`config.mk`:
```
export PLATFORM = sky130hd
export DESIGN_NAME = stage_if_flat
export DESIGN_NICKNAME = d
export VERILOG_FILES = /design/src/rtl/stage_if_pkg.sv /design/src/rtl/stage_if_if.sv /design/src/rtl/stage_if_pc_reg.sv /design/src/rtl/stage_if.sv /design/src/flat_wrapper.sv
export SDC_FILE = /design/constraint.sdc
export NUM_CORES = 1
export LEC_CHECK = 0
export CAP_MARGIN = 10
export CORE_ASPECT_RATIO = 0.7
export CORE_UTILIZATION = 40
export DETAILED_ROUTE_END_ITERATION = 8
export GPL_TIMING_DRIVEN = 0
export HOLD_SLACK_MARGIN = 0.1
export PLACE_DENSITY = 0.72
export REMOVE_ABC_BUFFERS = 1
export SYNTH_ARGS = -nofsm -noshare
export SYNTH_HDL_FRONTEND = slang
export SYNTH_SLANG_ARGS = --single-unit
```
`constraint.sdc`:
```
create_clock -name clk -period 2.87 [get_ports clk]
set_input_delay 0.574 -clock clk [delete_from_list [all_inputs] [get_ports clk]]
set_output_delay 0.574 -clock clk [all_outputs]
set_load 0.03 [all_outputs]
```
`src/rtl/stage_if_pkg.sv`:
```
// Shared types and helpers for the instruction-fetch stage.
package stage_if_pkg;

  typedef enum logic [1:0] {
    S_REQ  = 2'd0,
    S_WAIT = 2'd1,
    S_HOLD = 2'd2
  } if_state_e;

  localparam logic [31:0] INST_NOP  = 32'h0000_0000;
  localparam logic [31:0] ZERO_WORD = 32'h0000_0000;

  // Instruction addresses are word aligned; redirect targets drop their low bits.
  function automatic logic [31:0] align_word(input logic [31:0] addr);
    return {addr[31:2], 2'b00};
  endfunction

endpackage

```
`src/rtl/stage_if_if.sv`:
```
// Instruction ROM request/response bus between the fetch stage and the ROM.
interface stage_if_if;
  logic        rom_read_enable;
  logic [31:0] rom_address;
  logic [31:0] rom_data;
  logic        rom_ready;

  modport master (
    output rom_read_enable,
    output rom_address,
    input  rom_data,
    input  rom_ready
  );

  modport slave (
    input  rom_read_enable,
    input  rom_address,
    output rom_data,
    output rom_ready
  );
endinterface

```
`src/rtl/stage_if_pc_reg.sv`:
```
// Program counter: load (redirect) beats increment (capture) beats hold.
module stage_if_pc_reg
  import stage_if_pkg::*;
#(
  parameter logic [31:0] RESET_PC = 32'h0000_0000,
  parameter logic [31:0] PC_STEP  = 32'd4
) (
  input  logic        clk,
  input  logic        reset,
  input  logic        load_i,
  input  logic [31:0] load_data_i,
  input  logic        inc_i,
  output logic [31:0] pc_o
);

  logic [31:0] pc_q;
  logic [31:0] pc_d;

  always_comb begin
    pc_d = pc_q;
    if (load_i) begin
      pc_d = align_word(load_data_i);
    end else if (inc_i) begin
      pc_d = pc_q + PC_STEP;
    end else begin
      pc_d = pc_q;
    end
  end

  always_ff @(posedge clk) begin
    if (reset) begin
      pc_q <= RESET_PC;
    end else begin
      pc_q <= pc_d;
    end
  end

  assign pc_o = pc_q;

endmodule

```
`src/rtl/stage_if.sv`:
```
// Instruction-fetch stage: issues ROM requests from the PC, buffers one response
// under stall, and squashes the outstanding fetch when stage_id redirects.
module stage_if
  import stage_if_pkg::*;
#(
  parameter logic [31:0] RESET_PC = 32'h0000_0000,
  parameter logic [31:0] PC_STEP  = 32'd4
) (
  input  logic              clk,
  input  logic              reset,
  input  logic              stall,
  input  logic              pc_write_enable,
  input  logic [31:0]       pc_write_data,
  stage_if_if.master        rom,
  output logic [31:0]       pc_read_data,
  output logic [31:0]       instruction_o,
  output logic              valid_o,
  output logic              stall_request
);

  if_state_e   state_q, state_d;
  logic        squash_q, squash_d;
  logic        skid_valid_q, skid_valid_d;
  logic [31:0] skid_pc_q, skid_pc_d;
  logic [31:0] skid_inst_q, skid_inst_d;
  logic [31:0] req_addr_q, req_addr_d;
  logic        out_valid_q, out_valid_d;
  logic [31:0] out_pc_q, out_pc_d;
  logic [31:0] out_inst_q, out_inst_d;
  logic        pc_load;
  logic        pc_inc;
  logic [31:0] pc_cur;
  logic        req_active;

  stage_if_pc_reg #(
    .RESET_PC (RESET_PC),
    .PC_STEP  (PC_STEP)
  ) u_pc_reg (
    .clk         (clk),
    .reset       (reset),
    .load_i      (pc_load),
    .load_data_i (pc_write_data),
    .inc_i       (pc_inc),
    .pc_o        (pc_cur)
  );

  // A request is live in S_REQ/S_WAIT; a full skid entry blocks further fetches.
  assign req_active = (state_q != S_HOLD) && !skid_valid_q;

  always_comb begin
    state_d      = state_q;
    squash_d     = squash_q;
    skid_valid_d = skid_valid_q;
    skid_pc_d    = skid_pc_q;
    skid_inst_d  = skid_inst_q;
    req_addr_d   = req_addr_q;
    out_valid_d  = out_valid_q;
    out_pc_d     = out_pc_q;
    out_inst_d   = out_inst_q;
    pc_load      = 1'b0;
    pc_inc       = 1'b0;
    if (pc_write_enable) begin
      pc_load      = 1'b1;
      skid_valid_d = 1'b0;
      out_valid_d  = stall ? out_valid_q : 1'b0;
      // An unanswered request must stay on the bus, so its answer is discarded later.
      if (req_active && !rom.rom_ready) begin
        state_d    = S_WAIT;
        squash_d   = 1'b1;
        req_addr_d = (state_q == S_REQ) ? pc_cur : req_addr_q;
      end else begin
        state_d  = S_REQ;
        squash_d = 1'b0;
      end
    end else if (req_active) begin
      if (rom.rom_ready) begin
        state_d  = S_REQ;
        squash_d = 1'b0;
        if (squash_q) begin
          out_valid_d = stall ? out_valid_q : 1'b0;
        end else if (stall) begin
          pc_inc       = 1'b1;
          skid_valid_d = 1'b1;
          skid_pc_d    = pc_cur;
          skid_inst_d  = rom.rom_data;
          state_d      = S_HOLD;
        end else begin
          pc_inc      = 1'b1;
          out_valid_d = 1'b1;
          out_pc_d    = pc_cur;
          out_inst_d  = rom.rom_data;
        end
      end else begin
        state_d     = S_WAIT;
        req_addr_d  = (state_q == S_REQ) ? pc_cur : req_addr_q;
        out_valid_d = stall ? out_valid_q : 1'b0;
      end
    end else if (stall) begin
      state_d = S_HOLD;
    end else begin
      out_valid_d  = 1'b1;
      out_pc_d     = skid_pc_q;
      out_inst_d   = skid_inst_q;
      skid_valid_d = 1'b0;
      state_d      = S_REQ;
    end
  end

  always_ff @(posedge clk) begin
    if (reset) begin
      state_q      <= S_REQ;
      squash_q     <= 1'b0;
      skid_valid_q <= 1'b0;
      skid_pc_q    <= ZERO_WORD;
      skid_inst_q  <= INST_NOP;
      req_addr_q   <= ZERO_WORD;
      out_valid_q  <= 1'b0;
      out_pc_q     <= ZERO_WORD;
      out_inst_q   <= INST_NOP;
    end else begin
      state_q      <= state_d;
      squash_q     <= squash_d;
      skid_valid_q <= skid_valid_d;
      skid_pc_q    <= skid_pc_d;
      skid_inst_q  <= skid_inst_d;
      req_addr_q   <= req_addr_d;
      out_valid_q  <= out_valid_d;
      out_pc_q     <= out_pc_d;
      out_inst_q   <= out_inst_d;
    end
  end

  // While squashing, the bus keeps the old address even though the PC already holds the target.
  assign rom.rom_read_enable = !reset && req_active;
  assign rom.rom_address     = reset ? ZERO_WORD :
                               ((state_q == S_WAIT) ? req_addr_q : pc_cur);

  assign valid_o       = !reset && out_valid_q;
  assign pc_read_data  = reset ? ZERO_WORD : out_pc_q;
  assign instruction_o = reset ? INST_NOP : out_inst_q;
  assign stall_request = !reset && !out_valid_q;

endmodule

```
`src/flat_wrapper.sv`:
```
// flat-port wrapper written by rule: the top's interface ports become plain ports
module stage_if_flat import stage_if_pkg::*;
#(
  parameter logic [31:0] RESET_PC = 32'h0000_0000,
  parameter logic [31:0] PC_STEP  = 32'd4
)
  (clk, reset, stall, pc_write_enable, pc_write_data, pc_read_data, instruction_o, valid_o, stall_request, rom_rom_read_enable, rom_rom_address, rom_rom_data, rom_rom_ready);
  stage_if_if rom_i ();
  input  logic clk;
  input  logic reset;
  input  logic stall;
  input  logic pc_write_enable;
  input  logic [31:0] pc_write_data;
  output logic [31:0] pc_read_data;
  output logic [31:0] instruction_o;
  output logic valid_o;
  output logic stall_request;
  output wire logic [$bits(rom_i.rom_read_enable)-1:0] rom_rom_read_enable;
  output wire logic [$bits(rom_i.rom_address)-1:0] rom_rom_address;
  input wire logic [$bits(rom_i.rom_data)-1:0] rom_rom_data;
  input wire logic [$bits(rom_i.rom_ready)-1:0] rom_rom_ready;
  assign rom_rom_read_enable = rom_i.rom_read_enable;
  assign rom_rom_address = rom_i.rom_address;
  assign rom_i.rom_data = rom_rom_data;
  assign rom_i.rom_ready = rom_rom_ready;
  stage_if #(.RESET_PC(RESET_PC), .PC_STEP(PC_STEP)) u_core (.clk(clk), .reset(reset), .stall(stall), .pc_write_enable(pc_write_enable), .pc_write_data(pc_write_data), .rom(rom_i), .pc_read_data(pc_read_data), .instruction_o(instruction_o), .valid_o(valid_o), .stall_request(stall_request));
endmodule
```
# Word-level counts from Yosys, hierarchy flattened
# Cells that the tools add are included.
[word_totals] reg_bits=197 in_bits=69 output_inout_bits=99
[classes] addsub=1 bitwise=2 n_eq_ne=9 muxes=47 reduce_logical=20
[ops] operator="2-to-1 mux 32 bit" count=21
[ops] operator="adder 32 x 3 -> 32 bit (second input constant)" count=1
[ops] operator="2-to-1 mux 1 bit" count=21
[ops] operator="2-to-1 mux 2 bit" count=5
[ops] operator="!= test 2 bit (second input constant)" count=5
[ops] operator="AND reduction 5 bit" count=2
[ops] operator="nonzero test 2 bit" count=3
[ops] operator="logical AND 1 bit" count=5
[ops] operator="logical NOT 1 bit" count=4
[ops] operator="!= test 2 x 1 -> 1 bit (second input constant)" count=2
[ops] operator="AND reduction 4 bit" count=1
[ops] operator="OR reduction 2 bit" count=2
[ops] operator="!= test 3 x 2 -> 1 bit (second input constant)" count=1
[ops] operator="AND reduction 3 bit" count=1
[ops] operator="equality test 2 x 1 -> 1 bit (second input constant)" count=1
[ops] operator="logical NOT 2 bit" count=1
[ops] operator="inverter 1 bit" count=2
[ops] operator="AND reduction 2 bit" count=1

# Longest topological paths before layout
# Gate-level depths: netlist (run 1).
[depth] ltp_word=6 depth_mapped=7 ltp_nobuf=5

# Modules after synthesis
# A second synthesis (run 1) with hierarchy kept.
[hier_totals] cells_unflattened=1170 area_unflattened_um2=9479.1
[modules_own_cells] mod="stage_if" area_each_um2=7549.7 cells_per_inst=919 instances=1
[modules_own_cells] mod="stage_if_pc_reg" area_each_um2=1929.4 cells_per_inst=251 instances=1

# Worst setup path before layout (run 1)
# Ideal clock, no wire load.
[synth_timing] path_type="input to output" from="input reset" to="output rom_rom_read_enable" required_time_ns=2.296 setup_slack_ns=0.444 t_arrival_ns=1.852 n_path_buf=3 stages=4 cell_sequence="clkbuf_1 clkbuf_1 clkbuf_1 nor3_1"
[synth_via] elab_chain_len=2
[synth_rtl] element="from (decl)" line_no="flat_wrapper.sv:10" source="input logic reset;"
[synth_rtl] element="logical NOT 1 bit" line_no="stage_if.sv:134" source="assign rom.rom_read_enable = !reset && req_active;"
[synth_rtl] element="logical AND 1 bit" line_no="stage_if.sv:134"
[synth_rtl] element="to (decl)" line_no="flat_wrapper.sv:18" source="output wire logic [$bits(rom_i.rom_read_enable)-1:0] rom_rom_read_enable;"
# No other way between the ends.

# Final worst setup path (run 1)
[layout_timing] from="register u_core.state_q[0]" to="output rom_rom_address[5]"
[layout_via] elab_chain_len=3
[layout_rtl] element="from (decl)" line_no="stage_if.sv:21" source="if_state_e state_q, state_d;"
[layout_rtl] element="from (signal assigned)" line_no="stage_if.sv:121" source="state_q <= state_d;"
[layout_rtl] element="equality test 2 x 1 -> 1 bit" line_no="stage_if.sv:136" source="((state_q == S_WAIT) ? req_addr_q : pc_cur);"
[layout_rtl] element="2-to-1 mux 32 bit" line_no="stage_if.sv:136"
[layout_rtl] element="2-to-1 mux 32 bit" line_no="stage_if.sv:135" source="assign rom.rom_address = reset ? ZERO_WORD :"
[layout_rtl] element="to (decl)" line_no="flat_wrapper.sv:19" source="output wire logic [$bits(rom_i.rom_address)-1:0] rom_rom_address;"
# No other way between the ends.

==> out/metrics.cfg, run 1 <==
[run_status]
status=completed

[floorplanning]
die_w_um=180
ios=168
die_h_um=127
core_area_mm2=0.0217
initial_utilization=0.409
rows=45
dieArea_mm2=0.0228

[final_layout]
seq_area_mm2=0.00379
drive_gt1_frac=0.0536
nets=1364
mostFrequentLayoutCell=nand2_1
syn_to_final_growth_pct=28.5
instances_no_fill=1589
fill_cells=2065
antenna_cells=0
final_cell_mix=323 x nand2_1, 186 x dfxtp_1, 133 x clkdlybuf4s50_1, 126 x a21oi_1, 93 x nor2_1
multi_input_area_mm2=0.00461
design_area_mm2=0.0114

[placed_design]
place_congestion=0.803
io_buffers=161
dpl.hpwl_um=16400
dp.cells=1552
place_area_mm2=0.0107

[timing]
max_slew_margin=0.230
min_period_ns=2.79
setup_violations=0
period_share=0.972
drv_slew=0
rsz0062_at_grt=false
finalHoldViolCount=0
worst_clock_skew_ns=0.0126
fmax_ghz=0.359
worst_pin_slew_ns=1.16

[clock_network]
hold_buffers=0
cts_root_buf=clkbuf_16
worstSkewPairLatency_ns=0.44
cts_tree=done
path_clk_slew_ns=0.07
cts_htree_levels=4
cts_made_buffers=17
cts_sinks=189
clockBufferDepth=2

[route]
route.vias.total=8831
dr.first_iter.drc_count=662
ant_nets=0
drc_errors=0
first_pass_iters=7
wire_per_inst_um=16.7
viasPerCell=5.56
drt-total-wl_um=26500

[grt]
grt_antenna_before_repair=0
grt_max_degree=128
globalRouteOverflowTotal=0
grt_pass1_vias=8135
grt_pass1_wl_um=43000
grt_use_total=0.233

[power]
pwr-share-seq=0.453
p_sw_frac=0.273
p_sw_uw=1730
finalPower_uw=6340
power.static_leakage_uw=0.00393
intPower_uw=4610
peakVddDrop_mv=0.393
power_frac_comb=0.139
clkPwrFrac=0.408
p_per_area_mw_per_mm2=555

[setup_path]
crit_path_end_kind=primary output
crit_buf_inv=1
crit_path_max_fanout=8
path_depth=4
crit_type=flip-flop to primary output
critPathMaxStageDelay_ns=0.70
crit_chain=nor2b_4 > nand2_1 > a21oi_1 > clkdlybuf4s50_1
critPathLaunchType=flip-flop
required_ns=2.30
crit_path_top_delay_cell=clkdlybuf4s50_1
cp_data_arrival_time_ns=2.22
crit_family=buffers and inverters
reg2reg_depth=6

[flow_run]
max_cap_violations=0

[synthesis]
seq_area_frac_synth=0.426
async_flop_share=0
synth.largest_area_cell=dfxtp_1
synth_edf_count=0
yosysTopAreaCellShare=0.426
ys_seq_elements=189
synth_flop_cell=dfxtp_1
yosysWarningCount=0
syn-instance-count=1216
syn_area_per_cell_um2=7.31
syn_area_mm2=0.00889
yosys-top-cells-area=dfxtp_1 43%, nand2_1 14%, a311oi_1 7.5%, a21oi_1 7.1%, nor2b_1 5.0%
ys_types=46

[min_path]
min_path_cells=2
hp-class=flip-flop to flip-flop

[power groups by stage]
| stage | registers [uW] | clock network, uW | logic, uW |
|---|---|---|---|
| 5_1_grt | 2890 | 2720 | 963 |
| 3_5_place_dp | 2930 | 0 | 868 |
| 3_3_place_gp | 2930 | 0 | 855 |
| 4_1_cts | 2870 | 2630 | 881 |
| 2_1_floorplan | 2890 | 0 | 465 |
| 6_report | 2880 | 2590 | 881 |
[sequential cells by signal (all words and copies together) (netlist names)]
signal / flops
u_core.out_pc_q: 30
u_core.skid_inst_q: 32
u_core.state_q: 2
u_core.out_valid_q: 1
u_core.squash_q: 1
u_core.skid_pc_q: 30
u_core.skid_valid_q: 1
u_core.u_pc_reg.pc_o: 30
u_core.req_addr_q: 30
u_core.out_inst_q: 32
[final cells by class]
cell class / instances / share of cell area
repair inverters: 1 / 0.000657
clock buffers: 21 / 0.0394
multi-input cells: 888 / 0.404
well taps: 282 / 0.0309
inverters: 13 / 0.00460
repair buffers: 184 / 0.174
clock inverters: 11 / 0.0158
flip-flops and latches: 189 / 0.331
[stage by stage]
step	hold slack [ns]	setup TNS, ns	utilization	worst slack [ns]
floorplan	0.427	-235.49	-	-3.23
global placement	0.438	-1776.58	0.476	-7.53
detailed placement	0.443	-106.44	0.494	-0.949
CTS	0.452	0	0.525	0.0128
global route	0.468	0	0.526	0.000598
finish	0.452	0	0.526	0.0809
[synthesized netlist by cell type, drive strengths merged (4+ instances only)]
cell type	n
nand2	323
dfxtp	189
a21oi	126
clkbuf	112
nor2	94
a311oi	77
nor2b	71
o21ai	69
buf	18
nand4	15
inv	12
nand3	10
or4	9
and3	8
nor3	8
nor4	8
o31ai	8
or3	8
a31oi	6
a2111oi	5
a211oi	5
and4	5
nand3b	4
[worst min-delay path: stages, from the launching register on]
cell     delay [ns]
dfxtp_1        0.31
nand2_1        0.05
a21oi_1        0.05
[worst paths after layout]
path / slack [ns] / endpoint / start
hold / removal: 0.45 / u_core.skid_pc_q[7] / u_core.skid_pc_q[7]
setup reg to reg: 0.35 / u_core.skid_inst_q[15] / u_core.state_q[0]
hold reg to reg: 0.45 / u_core.skid_pc_q[7] / u_core.skid_pc_q[7]
setup / recovery: 0.08 / rom_rom_address[5] / u_core.state_q[0]
[cell families after synthesis]
kind of cell / count (synthesis) / share of synthesized area
compound gates: 306 / 0.217
xor+xnor: 4 / 0.00394
fa+ha+maj: 1 / 0.00141
buf+inv: 143 / 0.0642
flops: 189 / 0.426
mux: 1 / 0.00113
other cells: 1 / 0.000422
simple gates: 571 / 0.287
[metal layers]
metal,vias up,GRT usage,part of all wire
met2,333,0.360,0.43
met4,0,0.0669,0.014
met5,-,0,0
li1,4335,-,-
met3,32,0.0540,0.078
met1,4131,0.325,0.47
[repair_timing]
action / CTS / global route
endpoints found under the hold margin: 0 / 0
gates cloned: 3 / 0
endpoints found under the setup margin: 188 / 8
pin swaps: 1 / 0
setup buffers: 1 / 1
gates resized for setup: 34 / 4
Power figures use the tool's default switching activity.
==> inputs of run 2 (changes only) <==
--- a/config.mk
+++ b/config.mk
@@ -9,7 +9,7 @@
 export CORE_ASPECT_RATIO = 0.7
 export CORE_UTILIZATION = 40
 export DETAILED_ROUTE_END_ITERATION = 8
-export GPL_TIMING_DRIVEN = 0
+export GPL_TIMING_DRIVEN = 1
 export HOLD_SLACK_MARGIN = 0.1
 export PLACE_DENSITY = 0.72
 export REMOVE_ABC_BUFFERS = 1
==> constraint.sdc (replaced) <==
create_clock -name clk -period 2.9 [get_ports clk]
set_input_delay 0.58 -clock clk [delete_from_list [all_inputs] [get_ports clk]]
set_output_delay 0.58 -clock clk [all_outputs]
set_load 0.03 [all_outputs]
==> run 2 against run 1 <==
  * Power decreased by 2.0%
  * Clock power decreased by 4%
  * Clock-buffer cell count decreased by 1
  * Combinational power increased by 2%
  * Via count increased by 0.24%
==> out/metrics.cfg, run 2 (same netlist as run 1, synthesis figures left out) <==
[power]
p_sw_uw=1640  ; -5.3%
intPower_uw=4580  ; -0.72%
power.static_leakage_uw=0.00392  ; -0.28%
finalPower_uw=6220  ; -2.0%
pwr-share-seq=0.455  ; +0.002
p_sw_frac=0.264  ; -0.00931
peakVddDrop_mv=0.379  ; -3.6%
p_per_area_mw_per_mm2=545  ; -1.9%
clkPwrFrac=0.401  ; -0.007
power_frac_comb=0.144  ; +0.005

[setup_path]
required_ns=2.32  ; +0.02 ns
crit_type=flip-flop to primary output
crit_path_max_fanout=8  ; unchanged
crit_path_end_kind=primary output
critPathLaunchType=flip-flop
reg2reg_depth=5  ; -1
crit_family=buffers and inverters
critPathMaxStageDelay_ns=0.69  ; about the same
crit_chain=nor2b_4 > buf_12 > nand2_1 > a21oi_1 > clkdlybuf4s50_1
path_depth=5  ; +1
crit_path_top_delay_cell=clkdlybuf4s50_1
cp_data_arrival_time_ns=2.14  ; -0.08 ns
crit_buf_inv=2  ; +1

[grt]
grt_max_degree=84  ; -34%
grt_pass1_wl_um=41200  ; -4.0%
globalRouteOverflowTotal=0  ; unchanged
grt_antenna_before_repair=0  ; unchanged
grt_use_total=0.222  ; -0.0111
grt_pass1_vias=7847  ; -3.5%

[timing]
worst_pin_slew_ns=0.711  ; -0.444 ns
rsz0062_at_grt=false
tns_ns=0  ; unchanged
min_period_ns=2.72
setup_violations=0  ; unchanged
worst_clock_skew_ns=0.00839  ; -0.00420 ns
finalHoldViolCount=0  ; unchanged
max_slew_margin=0.526  ; +0.296
drv_slew=0  ; unchanged
worst_hold_slack_ns=0.449  ; -0.00352 ns
period_share=0.937
fmax_ghz=0.368

[route]
viasPerCell=5.50  ; -1.1%
dr.first_iter.drc_count=806  ; +22%
wire_per_inst_um=16.0  ; -4.0%
ant_nets=0  ; unchanged
route.vias.total=8852  ; +0.24%
drc_errors=0  ; unchanged
drt-total-wl_um=25800  ; -2.7%
first_pass_iters=6  ; -1

[floorplanning]
core_area_mm2=0.0217  ; unchanged
ios=168  ; unchanged
rows=45  ; unchanged
initial_utilization=0.409  ; unchanged
die_w_um=180  ; unchanged
dieArea_mm2=0.0228  ; unchanged
die_h_um=127  ; unchanged

[final_layout]
design_area_mm2=0.0114  ; about the same
syn_to_final_growth_pct=28.5  ; about the same
seq_area_mm2=0.00379  ; about the same
instances_no_fill=1610  ; +1.3%
final_cell_mix=323 x nand2_1, 187 x dfxtp_1, 131 x clkdlybuf4s50_1, 126 x a21oi_1, 93 x nor2_1
fill_cells=2066  ; +0.048%
nets=1387  ; +1.7%
antenna_cells=0  ; unchanged
reg_top3=u_core.out_inst_q: 32 flops, u_core.skid_inst_q: 32 flops
multi_input_area_mm2=0.00460  ; -0.33%
mostFrequentLayoutCell=nand2_1
drive_gt1_frac=0.0889  ; +0.0353

[min_path]
hp-class=flip-flop to flip-flop
min_path_cells=2  ; unchanged

[flow_run]
max_cap_violations=0  ; unchanged

[placed_design]
io_buffers=161  ; unchanged
dp.cells=1578  ; +1.7%
place_congestion=0.860  ; +7.1%
dpl.hpwl_um=16800  ; +2.3%
place_area_mm2=0.0108  ; +0.28%

[clock_network]
path_clk_slew_ns=0.07  ; about the same
cts_made_buffers=17  ; unchanged
cts_tree=done
clockBufferDepth=2  ; unchanged
cts_htree_levels=4  ; unchanged
worstSkewPairLatency_ns=0.43  ; about the same
cts_sinks=189  ; unchanged
cts_root_buf=clkbuf_16

[run_status]
status=completed

==> run 2: cell count changes in the layout (fill, tap and decap cells not counted), sizes merged, moves of 2 or more <==
| cell | change |
|---|---|
| clkdlybuf4s50 | -2 |
| clkinvlp | -2 |
| clkdlybuf4s15 | -2 |
| dlymetal6s2s | -3 |
| buf | +54 |
| dlygate4sd2 | -22 |
==> run 2: power groups by stage <==
| stage | registers [uW] | logic (uW) | clock network (uW) |
|---|---|---|---|
| detailed placement | 2890 | 887 | 0 |
| global route | 2850 | 977 | 2640 |
| finish | 2830 | 896 | 2490 |
| CTS | 2830 | 892 | 2540 |
| floorplan | 2860 | 460 | 0 |
| global placement | 2880 | 875 | 0 |
==> run 2: routing by layer <==
metal	up-vias	GRT usage	part of all wire
li1	4371	-	-
met1	4099	0.324	0.48
met2	362	0.334	0.43
met3	20	0.0468	0.072
met4	0	0.0518	0.0095
met5	-	0	0
==> run 2: what timing repair did <==
| action | CTS | global route |
|---|---|---|
| setup endpoints to repair | 8 | 4 |
| setup buffers | 0 | 2 |
| hold buffers | 0 | 0 |
| gates cloned | 0 | 0 |
| resized for setup | 2 | 2 |
==> run 2: layout make-up <==
type / instances / area share
multi-input combinational: 887 / 0.402
sequential: 189 / 0.332
timing repair buffer: 209 / 0.176
clock buffer: 20 / 0.0400
tap: 282 / 0.0309
clock inverter: 10 / 0.0144
inverter: 13 / 0.00427
==> run 2: metrics by stage <==
step                      setup WS, ns   util
after floorplan                  -3.20      -
after detailed placement         0.168  0.495
final                            0.183  0.526
after global placement           0.221  0.495
after global routing            0.0232  0.526
after CTS                       0.0521  0.524
==> run 2: worst register-to-register path: stages, from the launching register on <==
cell	delay (ns)
dfxtp_1	0.47
ha_1	0.26
nand4_1	0.10
or4_1	0.61
or4_1	0.56
a311oi_1	0.25
==> run 2: path summary, 6_finish.rpt <==
path | start | to | slack [ns]
max | u_core.state_q[0] | rom_rom_address[27] | 0.18
min | u_core.skid_pc_q[21] | u_core.skid_pc_q[21] | 0.45
max reg2reg | u_core.u_pc_reg.pc_o[3] | u_core.u_pc_reg.pc_o[24] | 0.56
min reg2reg | u_core.skid_pc_q[21] | u_core.skid_pc_q[21] | 0.45
